==> src/rtl/calc_sequencer_if.sv <==
// Keypad/ALU/display signal bundle for the calculator sequencer.
// Latency: none, wires only.
// Backpressure: none; key and ALU strobes are single-cycle pulses.
interface calc_sequencer_if;
   logic        key_valid;
   logic [3:0]  key_code;
   logic        alu_done;
   logic [13:0] alu_result;
   logic        alu_neg;
   logic        alu_start;
   logic [6:0]  opnd_a;
   logic [6:0]  opnd_b;
   logic [1:0]  op_sel;
   logic [1:0]  mode;
   logic [13:0] disp_val;
   logic        disp_neg;
   logic        busy;
   logic        err;

   // Sequencer side: consumes keys and ALU results, drives operands/display.
   modport master (
      input  key_valid, key_code, alu_done, alu_result, alu_neg,
      output alu_start, opnd_a, opnd_b, op_sel, mode, disp_val, disp_neg, busy, err
   );

   // Environment side: keypad decoder, ALU and display mux.
   modport slave (
      output key_valid, key_code, alu_done, alu_result, alu_neg,
      input  alu_start, opnd_a, opnd_b, op_sel, mode, disp_val, disp_neg, busy, err
   );
endinterface

==> src/rtl/calc_sequencer.sv <==
// Keypad-driven two-operand calculator sequencer with ALU start/done handshake.
// Latency: a key sampled at edge N is visible after edge N; alu_start follows Enter by one cycle.
// Backpressure: none; keys outside the accepting states are dropped, ALU wait bounded by TIMEOUT_CYCLES.
module calc_sequencer #(
   parameter int unsigned TIMEOUT_CYCLES = 255
) (
   input  logic             clk,
   input  logic             rst_n,
   calc_sequencer_if.master bus
);

   typedef enum logic [1:0] {
      ST_ENTER_A = 2'd0,
      ST_ENTER_B = 2'd1,
      ST_EXEC    = 2'd2,
      ST_SHOW    = 2'd3
   } state_t;

   localparam logic [16:0] TMO_LIM = 17'(TIMEOUT_CYCLES);

   state_t      state_q, state_d;
   logic [6:0]  opnd_a_q, opnd_a_d;
   logic [6:0]  opnd_b_q, opnd_b_d;
   logic [1:0]  cnt_a_q, cnt_a_d;
   logic [1:0]  cnt_b_q, cnt_b_d;
   logic [1:0]  op_sel_q, op_sel_d;
   logic [13:0] res_q, res_d;
   logic        res_neg_q, res_neg_d;
   logic        err_q, err_d;
   logic        alu_start_q, alu_start_d;
   logic [15:0] tmo_q, tmo_d;

   logic        k_digit, k_op, k_enter, k_clear;
   logic [1:0]  k_op_sel;
   logic        tmo_hit;
   logic        res_small;
   logic [13:0] disp_val_c;
   logic        disp_neg_c;

   // Key decode; code 15 falls in no class and is therefore ignored everywhere.
   assign k_digit  = bus.key_valid && (bus.key_code <= 4'd9);
   assign k_op     = bus.key_valid && (bus.key_code >= 4'd10) && (bus.key_code <= 4'd12);
   assign k_enter  = bus.key_valid && (bus.key_code == 4'd13);
   assign k_clear  = bus.key_valid && (bus.key_code == 4'd14);
   assign k_op_sel = 2'(bus.key_code - 4'd10);

   assign tmo_hit   = ({1'b0, tmo_q} + 17'd1) == TMO_LIM;
   assign res_small = !res_neg_q && (res_q <= 14'd99);

   // Decimal shift-in; caller guarantees old <= 9 so the result never exceeds 99.
   function automatic logic [6:0] acc_digit(input logic [6:0] old, input logic [3:0] d);
      return (old * 7'd10) + {3'b000, d};
   endfunction

   // State and datapath registers, all cleared by the asynchronous reset.
   always_ff @(posedge clk or negedge rst_n) begin
      if (!rst_n) begin
         state_q     <= ST_ENTER_A;
         opnd_a_q    <= '0;
         opnd_b_q    <= '0;
         cnt_a_q     <= '0;
         cnt_b_q     <= '0;
         op_sel_q    <= '0;
         res_q       <= '0;
         res_neg_q   <= 1'b0;
         err_q       <= 1'b0;
         alu_start_q <= 1'b0;
         tmo_q       <= '0;
      end else begin
         state_q     <= state_d;
         opnd_a_q    <= opnd_a_d;
         opnd_b_q    <= opnd_b_d;
         cnt_a_q     <= cnt_a_d;
         cnt_b_q     <= cnt_b_d;
         op_sel_q    <= op_sel_d;
         res_q       <= res_d;
         res_neg_q   <= res_neg_d;
         err_q       <= err_d;
         alu_start_q <= alu_start_d;
         tmo_q       <= tmo_d;
      end
   end

   // Next-state selection; in EXEC a clear beats a coincident alu_done.
   always_comb begin
      state_d = state_q;
      unique case (state_q)
         ST_ENTER_A: if (k_op) state_d = ST_ENTER_B;
         ST_ENTER_B: begin
            if (k_clear)      state_d = ST_ENTER_A;
            else if (k_enter) state_d = ST_EXEC;
         end
         ST_EXEC: begin
            if (k_clear)                     state_d = ST_ENTER_A;
            else if (bus.alu_done || tmo_hit) state_d = ST_SHOW;
         end
         ST_SHOW: begin
            if (k_clear || k_digit)      state_d = ST_ENTER_A;
            else if (k_op && res_small)  state_d = ST_ENTER_B;
         end
         default: state_d = ST_ENTER_A;
      endcase
   end

   // Operand, operator, result, timeout and error updates per state.
   always_comb begin
      opnd_a_d    = opnd_a_q;
      opnd_b_d    = opnd_b_q;
      cnt_a_d     = cnt_a_q;
      cnt_b_d     = cnt_b_q;
      op_sel_d    = op_sel_q;
      res_d       = res_q;
      res_neg_d   = res_neg_q;
      err_d       = err_q;
      alu_start_d = 1'b0;
      tmo_d       = tmo_q;

      unique case (state_q)
         ST_ENTER_A: begin
            if (k_digit) begin
               err_d = 1'b0;
               if (cnt_a_q != 2'd2) begin
                  opnd_a_d = acc_digit(opnd_a_q, bus.key_code);
                  cnt_a_d  = cnt_a_q + 2'd1;
               end
            end else if (k_op) begin
               op_sel_d = k_op_sel;
               opnd_b_d = '0;
               cnt_b_d  = '0;
            end else if (k_clear) begin
               opnd_a_d = '0;
               cnt_a_d  = '0;
               err_d    = 1'b0;
            end
         end
         ST_ENTER_B: begin
            if (k_digit) begin
               err_d = 1'b0;
               if (cnt_b_q != 2'd2) begin
                  opnd_b_d = acc_digit(opnd_b_q, bus.key_code);
                  cnt_b_d  = cnt_b_q + 2'd1;
               end
            end else if (k_op) begin
               op_sel_d = k_op_sel;
            end else if (k_enter) begin
               alu_start_d = 1'b1;
               tmo_d       = '0;
            end else if (k_clear) begin
               opnd_a_d  = '0;
               opnd_b_d  = '0;
               cnt_a_d   = '0;
               cnt_b_d   = '0;
               op_sel_d  = '0;
               res_d     = '0;
               res_neg_d = 1'b0;
               err_d     = 1'b0;
            end
         end
         ST_EXEC: begin
            tmo_d = tmo_q + 16'd1;
            if (k_clear) begin
               opnd_a_d  = '0;
               opnd_b_d  = '0;
               cnt_a_d   = '0;
               cnt_b_d   = '0;
               op_sel_d  = '0;
               res_d     = '0;
               res_neg_d = 1'b0;
               err_d     = 1'b0;
            end else if (bus.alu_done) begin
               res_d     = bus.alu_result;
               res_neg_d = bus.alu_neg;
            end else if (tmo_hit) begin
               res_d     = '0;
               res_neg_d = 1'b0;
               err_d     = 1'b1;
            end
         end
         ST_SHOW: begin
            if (k_clear || k_digit) begin
               opnd_a_d  = k_digit ? {3'b000, bus.key_code} : 7'd0;
               cnt_a_d   = k_digit ? 2'd1 : 2'd0;
               opnd_b_d  = '0;
               cnt_b_d   = '0;
               op_sel_d  = '0;
               res_d     = '0;
               res_neg_d = 1'b0;
               err_d     = 1'b0;
            end else if (k_op && res_small) begin
               opnd_a_d = res_q[6:0];
               cnt_a_d  = 2'd2;
               op_sel_d = k_op_sel;
               opnd_b_d = '0;
               cnt_b_d  = '0;
            end
         end
         default: ;
      endcase
   end

   // Display source chosen from the registered state, so it changes only at clock edges.
   always_comb begin
      disp_val_c = 14'd0;
      disp_neg_c = 1'b0;
      unique case (state_q)
         ST_ENTER_A: disp_val_c = {7'd0, opnd_a_q};
         ST_ENTER_B,
         ST_EXEC:    disp_val_c = {7'd0, opnd_b_q};
         ST_SHOW: begin
            disp_val_c = res_q;
            disp_neg_c = res_neg_q;
         end
         default: ;
      endcase
   end

   assign bus.alu_start = alu_start_q;
   assign bus.opnd_a    = opnd_a_q;
   assign bus.opnd_b    = opnd_b_q;
   assign bus.op_sel    = op_sel_q;
   assign bus.mode      = state_q;
   assign bus.disp_val  = disp_val_c;
   assign bus.disp_neg  = disp_neg_c;
   assign bus.busy      = (state_q == ST_EXEC);
   assign bus.err       = err_q;

endmodule

==> src/flat_wrapper.sv <==
// flat-port wrapper written by rule: the top's interface ports become plain ports
module calc_sequencer_flat 
#(
   parameter int unsigned TIMEOUT_CYCLES = 255
)
  (clk, rst_n, bus_key_valid, bus_key_code, bus_alu_done, bus_alu_result, bus_alu_neg, bus_alu_start, bus_opnd_a, bus_opnd_b, bus_op_sel, bus_mode, bus_disp_val, bus_disp_neg, bus_busy, bus_err);
  calc_sequencer_if bus_i ();
  input  logic clk;
  input  logic rst_n;
  input wire logic [$bits(bus_i.key_valid)-1:0] bus_key_valid;
  input wire logic [$bits(bus_i.key_code)-1:0] bus_key_code;
  input wire logic [$bits(bus_i.alu_done)-1:0] bus_alu_done;
  input wire logic [$bits(bus_i.alu_result)-1:0] bus_alu_result;
  input wire logic [$bits(bus_i.alu_neg)-1:0] bus_alu_neg;
  output wire logic [$bits(bus_i.alu_start)-1:0] bus_alu_start;
  output wire logic [$bits(bus_i.opnd_a)-1:0] bus_opnd_a;
  output wire logic [$bits(bus_i.opnd_b)-1:0] bus_opnd_b;
  output wire logic [$bits(bus_i.op_sel)-1:0] bus_op_sel;
  output wire logic [$bits(bus_i.mode)-1:0] bus_mode;
  output wire logic [$bits(bus_i.disp_val)-1:0] bus_disp_val;
  output wire logic [$bits(bus_i.disp_neg)-1:0] bus_disp_neg;
  output wire logic [$bits(bus_i.busy)-1:0] bus_busy;
  output wire logic [$bits(bus_i.err)-1:0] bus_err;
  assign bus_i.key_valid = bus_key_valid;
  assign bus_i.key_code = bus_key_code;
  assign bus_i.alu_done = bus_alu_done;
  assign bus_i.alu_result = bus_alu_result;
  assign bus_i.alu_neg = bus_alu_neg;
  assign bus_alu_start = bus_i.alu_start;
  assign bus_opnd_a = bus_i.opnd_a;
  assign bus_opnd_b = bus_i.opnd_b;
  assign bus_op_sel = bus_i.op_sel;
  assign bus_mode = bus_i.mode;
  assign bus_disp_val = bus_i.disp_val;
  assign bus_disp_neg = bus_i.disp_neg;
  assign bus_busy = bus_i.busy;
  assign bus_err = bus_i.err;
  calc_sequencer #(.TIMEOUT_CYCLES(TIMEOUT_CYCLES)) u_core (.clk(clk), .rst_n(rst_n), .bus(bus_i));
endmodule
==> config.mk <==
export PLATFORM = sky130hd
export DESIGN_NAME = calc_sequencer_flat
export DESIGN_NICKNAME = d
export VERILOG_FILES = /design/src/rtl/calc_sequencer_if.sv /design/src/rtl/calc_sequencer.sv /design/src/flat_wrapper.sv
export SDC_FILE = /design/constraint.sdc
export NUM_CORES = 1
export LEC_CHECK = 0
export CORE_MARGIN = 4
export CORE_UTILIZATION = 50
export DETAILED_ROUTE_END_ITERATION = 8
export HOLD_SLACK_MARGIN = 0.12
export PLACE_DENSITY = 0.71
export SLEW_MARGIN = 20
export SYNTH_ARGS = -nofsm -noshare
export SYNTH_HDL_FRONTEND = slang
export SYNTH_SLANG_ARGS = --single-unit
==> constraint.sdc <==
create_clock -name clk -period 7.8 [get_ports clk]
set_clock_uncertainty 0.05 [all_clocks]
set_input_delay 1.56 -clock clk [delete_from_list [all_inputs] [get_ports clk]]
set_output_delay 1.56 -clock clk [all_outputs]
set_load 0.01 [all_outputs]
==> results.json, run 1 <==
{
  "grtUsageMet3_pct": 3.59,
  "sequentialPowerShare_pct": 31.2,
  "worstMarginPinSlew_ps": 1090,
  "grt_use_total_pct": 22.6,
  "maxSlewViolCount": 0,
  "gr-usage-met1_pct": 32.4,
  "antenna_left": 0,
  "clkTransAtPathRegs_ps": 100,
  "rows": 32,
  "portBuffers": 58,
  "p_clk_share_pct": 11.6,
  "relSlewSlack_pct": 27.1,
  "num_vias": 3755,
  "cts_tree": "built",
  "r2r_start": "u_core.tmo_q[1]",
  "nets": 542,
  "netSwitchingFraction_pct": 46.2,
  "min-delay-start": "u_core.cnt_b_q[1]",
  "initial_core_util_pct": 51.7,
  "pre_cts_ws_ps": 3370,
  "final-hold-violation-count": 0,
  "synth_area_leaders": "dfrtp_1 (34%), ha_1 (7.2%), a22o_1 (6.8%)",
  "avgViaCountPerCell": 6.31,
  "synth_compound_area_share_pct": 25.8,
  "ys_ff_latch": 55,
  "cts_num_sinks": 55,
  "fin_crit_ps": 4170,
  "die_w_um": 97.7,
  "wire_per_inst_um": 17.9,
  "clock_path_buffers": 2,
  "grt_pass1_wl_um": 17900,
  "syn_inst": 452,
  "leakage_nw": 1.94,
  "yosysUniqueCellTypes": 67,
  "cp-end-kind": "flip-flop",
  "cts_hold_buf": 0,
  "ir_worst_vdd_uv": 137,
  "drive_above_1_share_pct": 5.48,
  "final_cells": 595,
  "area_growth_pct": 17.2,
  "power_switching_uw": 677,
  "grt.busiest_layer": "met2",
  "synthTopCellsByCount": "dfrtp_1 (55), nand2_1 (44), o21ai_0 (36)",
  "grt_max_degree": 56,
  "diodes": 0,
  "synth_top_area_share_pct": 34.2,
  "overflow": 0,
  "syn_nets": 502,
  "post-route-util_pct": 60.6,
  "rsz0062_at_grt": "no",
  "startpoint_type": "primary input",
  "place_inst": 587,
  "setup_viol": 0,
  "synth_edf_count": 0,
  "grt_pass1_vias": 3591,
  "route.detailed.drc": 0,
  "min_path_type": "reg -> reg",
  "status": "complete, no violations",
  "crit_required_ps": 7990,
  "critical_path_class": "in -> reg",
  "die_y_um": 97.7,
  "netlist_area_mm2": 0.00402,
  "drtIter0Drc": 332,
  "dieArea_mm2": 0.00954,
  "avgSynthCellArea_um2": 8.89,
  "worst-path-max-fanout": 15,
  "first_pass_iters": 5,
  "post_cts_resized": 0,
  "synth-xor-area-share_pct": 4.14,
  "p_int_uw": 788,
  "async_flop_share_pct": 100,
  "placed_area_mm2": 0.00461,
  "synth_top_family_by_area": "compound AO/OA/AOI/OAI gates",
  "cts_root_buf": "clkbuf_8",
  "postCtsSetupRepairBufs": 0,
  "fin_crit_sh_pct": 53.5,
  "antenna_found_initial": 0,
  "arrival_ps": 4360,
  "core-area_mm2": 0.00777,
  "p_total_mw": 1.46,
  "yosysSeqAreaShare_pct": 34.2,
  "cap_violations": 0,
  "cts_made_buffers": 5,
  "muxShareOfSynthArea_pct": 1.56,
  "place.gp.congestion": 0.900,
  "crit_start": "bus_key_code[2]",
  "synth_flop_cell": "dfrtp_1",
  "powerDensity_mw_per_mm2": 311,
  "hold_slack_ps": 473,
  "yosysTopAreaCell": "dfrtp_1",
  "num_io_pins": 59,
  "yosys_warnings": 0,
  "p_comb_share_pct": 57.2,
  "design_area_mm2": 0.00471,
  "routed_wl_um": 10600,
  "fin_ws_ps": 3630,
  "clk_latency_ps": 310,
  "h-tree-depth": 2,
  "max_clock_freq_ghz": 0.240,
  "synth_fa_ha_area_share_pct": 9.40,
  "yosysMostFrequentCell": "dfrtp_1",
  "met2_usage_pct": 34.7,
  "hpwl_um": 7720,
  "finalSetupTns_ps": 0,
  "synthSimpleGateAreaFrac_pct": 18.9
}
[layout make-up]
class | instances | area (um2)
clock inverter | 2 | 16.3
clock buffer | 6 | 82.6
sequential | 55 | 1380
tap | 102 | 128
inverter | 25 | 93.8
multi-input combinational | 343 | 2410
timing repair buffer | 62 | 606
fill | 714 | 3060
[worst max-delay path: stages]
cell,delay (ps)
clkdlybuf4s50_1,760
nand3_1,270
o221a_2,410
nor3_1,360
and2_1,240
and3_1,520
a22o_1,240
[path summary, 6_finish.rpt]
kind                                        end  slack (ps)  cells after the start
min                           u_core.cnt_b_q[1]         470                      1
min reg2reg                   u_core.cnt_b_q[1]         470                      1
max in group asynchronous  u_core.bus.opnd_a[3]        5920                      2
min in group asynchronous       u_core.tmo_q[9]        1320                      2
max                             u_core.res_q[9]        3630                      7
max reg2reg                     u_core.res_q[9]        4610                      8
[cell families (layout without fill, tap and decap cells)]
kind of cell               count (synthesis)  after routing
adders and majority gates                 28             28
xor gates and xnor gates                  19             19
buffers and inverters                     54             95
DFF                                       55             55
and+or+nand+nor                          143            143
muxes                                      6              6
AOI/OAI and AO/OA                        147            147
[state kept, by name, indices dropped and copies added, names as in the netlist, 2 cells and up]
register           count
u_core.res_q          14
u_core.tmo_q          16
u_core.bus.opnd_a      7
u_core.bus.mode        2
u_core.bus.opnd_b      7
u_core.cnt_b_q         2
u_core.cnt_a_q         2
u_core.bus.op_sel      2
[power by group through the flow]
stage          clock [mW]  sequential, mW  combinational (mW)
2_1_floorplan           0           0.436               0.559
3_3_place_gp            0           0.460               0.812
3_5_place_dp            0           0.461               0.829
4_1_cts             0.173           0.457               0.834
5_1_grt             0.184           0.470               0.924
6_report            0.170           0.457               0.837
[routing by layer]
layer	vias to the layer above	wire length, um	share of wire, %
met5	-	0	0
met4	0	257	2.4
met3	24	660	6.2
met2	145	4850	46
met1	1833	4870	46
li1	1753	-	-
[placed cells by master, fill, tap and decap left out, drive strengths merged, types with 3 or more instances in the layout]
master	instances
clkdlybuf4s50	57
dfrtp	55
nand2	44
o21ai	36
a22o	32
a21oi	26
inv	25
ha	23
nor2	19
nand3	15
and2	13
xnor2	12
nor3	12
nor4	7
xor2	7
a22oi	6
nand2b	6
clkbuf	6
a221oi	5
a21o	5
o22ai	5
nand4	5
buf	5
o31ai	5
or4	5
nor3b	4
a31oi	4
mux2i	4
a32oi	4
fa	4
o311ai	3
or3	3
(Power assumes the default switching activity.)
==> inputs of run 2 (changes only) <==
==> constraint.sdc (replaced) <==
create_clock -name clk -period 4.2 [get_ports clk]
set_clock_uncertainty 0.05 [all_clocks]
set_input_delay 0.84 -clock clk [delete_from_list [all_inputs] [get_ports clk]]
set_output_delay 0.84 -clock clk [all_outputs]
set_load 0.01 [all_outputs]
==> run 2 against run 1 <==
Against the previous run:
- critical endpoint is now bus_disp_val[3]
- highest routed layer unchanged
- clock power is 120% higher
- count of clock-buffer cells in the layout is 1 lower
- sequential share of layout area is 0.15 points lower
- worst hold slack worse by 62 ps
- total power is 89% higher
- combinational power is 85% higher
- sequential cell count stayed put
- sequential power is 87% higher
==> results.json, run 2 (same netlist as run 1, synthesis figures left out) <==
{
  "status": "complete, no violations",
  "reg_top3": "u_core.tmo_q: 16 flops, u_core.res_q: 14 flops",
  "overflow": 0,
  "cts_hold_buf": 0,
  "ir_worst_vdd_uv": 269,
  "area_growth_pct": 17.8,
  "die_w_um": 97.7,
  "rsz0062_at_grt": "no",
  "clk_latency_ps": 320,
  "dieArea_mm2": 0.00954,
  "antenna_left": 0,
  "rows": 32,
  "nets": 543,
  "startpoint_type": "flip-flop",
  "largest_register_ffs": 16,
  "p_clk_share_pct": 13.4,
  "fin_crit_ps": 3560,
  "initial_core_util_pct": 51.7,
  "grt_use_total_pct": 23.1,
  "leakage_nw": 1.95,
  "core-area_mm2": 0.00777,
  "cts_root_buf": "clkbuf_8",
  "num_vias": 3658,
  "avgViaCountPerCell": 6.14,
  "max_clock_freq_ghz": 0.281,
  "route.detailed.drc": 0,
  "diodes": 0,
  "cap_violations": 0,
  "fin_crit_sh_pct": 84.8,
  "p_int_mw": 1.51,
  "crit_path_max_incr_delay_ps": 750,
  "cts_num_sinks": 55,
  "fillers": 712,
  "hold_slack_ps": 411,
  "place_inst": 588,
  "post_cts_resized": 0,
  "portBuffers": 58,
  "crit_required_ps": 3310,
  "num_io_pins": 59,
  "postCtsSetupRepairBufs": 0,
  "r2r_cells": 8,
  "final_cells": 596,
  "p_comb_share_pct": 55.8,
  "maxSlewViolCount": 0,
  "grt_pass1_wl_um": 18100,
  "finalSetupTns_ps": 0,
  "min_path_type": "in -> async",
  "first_pass_iters": 6,
  "arrival_ps": 2670,
  "cts_tree": "built",
  "hpwl_um": 7720,
  "grt_pass1_vias": 3504,
  "worst_path_max_delay_cell": "ha_1",
  "powerDensity_mw_per_mm2": 585,
  "grt_max_degree": 36,
  "routed_wl_um": 10700,
  "cp-end-kind": "output pin",
  "regMostFlops": "u_core.tmo_q",
  "die_y_um": 97.7,
  "drive_above_1_share_pct": 5.67,
  "antenna_found_initial": 0,
  "h-tree-depth": 2,
  "worstMarginPinSlew_ps": 1070,
  "final-hold-violation-count": 0,
  "place.gp.congestion": 0.910,
  "critical_path_class": "reg -> out",
  "crit_chain": "inv_1 > ha_1 > buf_4 > nand2_1 > o21ai_0 > clkdlybuf4s50_1",
  "post-route-util_pct": 60.9,
  "final_cell_mix": "clkdlybuf4s50_1 (57), dfrtp_1 (55), nand2_1 (44)",
  "cts_made_buffers": 5,
  "worst-path-max-fanout": 25,
  "clock_path_buffers": 2,
  "clkTransAtPathRegs_ps": 110,
  "drtIter0Drc": 284,
  "sequentialPowerShare_pct": 30.8,
  "netSwitchingFraction_pct": 45.4,
  "final_common_cell": "clkdlybuf4s50_1",
  "wire_per_inst_um": 17.9,
  "relSlewSlack_pct": 28.0,
  "setup_viol": 0,
  "power_switching_mw": 1.26
}
[run 2: cell count changes in the layout (fill, tap and decap cells not counted), sizes merged]
cell      previous run  this run
clkbuf               6         5
inv                 25        26
bufinv               0         1
clkinvlp             1         0
buf                  5         6
[run 2: area by class of cell]
type,instances,area [um2],area share (%)
Timing Repair Buffer,63,613,13.0
Tap cell,102,128,2.70
Clock buffer,5,68.8,1.45
Clock inverter,3,47.5,1.00
Multi-Input combinational cell,343,2410,50.8
Inverter,25,93.8,1.98
Sequential cell,55,1380,29.1
[run 2: final timing paths]
check	slack [ps]	startpoint	to
max reg2reg	1080	u_core.tmo_q[1]	u_core.res_q[11]
min in group clk	480	u_core.bus.err	u_core.bus.err
max in group asynchronous	2860	rst_n	u_core.bus.opnd_b[6]
max	640	u_core.bus.mode[0]	bus_disp_val[3]
min reg2reg	480	u_core.bus.err	u_core.bus.err
min	410	rst_n	u_core.tmo_q[10]
[run 2: stage by stage]
stage                     power [mW]  worst slack (ps)  area, um2
final                           2.77               637       4730
after global routing            2.98               485       4730
after CTS                       2.77               654       4730
after detailed placement        2.39               489       4620
after global placement          2.36               635       4620
after floorplan                 1.85              1410       4020
[run 2: metal layers]
metal / vias to the layer above / wire length (um) / GRT usage (%)
met5: - / 0 / 0
met4: 0 / 214 / 6.60
met3: 17 / 624 / 3.09
met2: 146 / 4870 / 35.8
met1: 1739 / 4970 / 33.5
li1: 1756 / - / -
[run 2: power by group through the flow]
stage	Clock (mW)	Sequential [mW]	Combinational (mW)
2_1_floorplan	0	0.810	1.04
4_1_cts	0.380	0.848	1.54
3_5_place_dp	0	0.855	1.54
3_3_place_gp	0	0.855	1.51
6_report	0.371	0.853	1.55
5_1_grt	0.404	0.873	1.71
[run 2: worst max-delay path, delay by kind of cell (launching register included)]
family / cells / cell delay [ps]
and+or+nand+nor: 1 / 50
buffers and inverters: 3 / 1000
AOI/OAI and AO/OA: 1 / 70
adders and majority gates: 1 / 750
DFF: 1 / 480
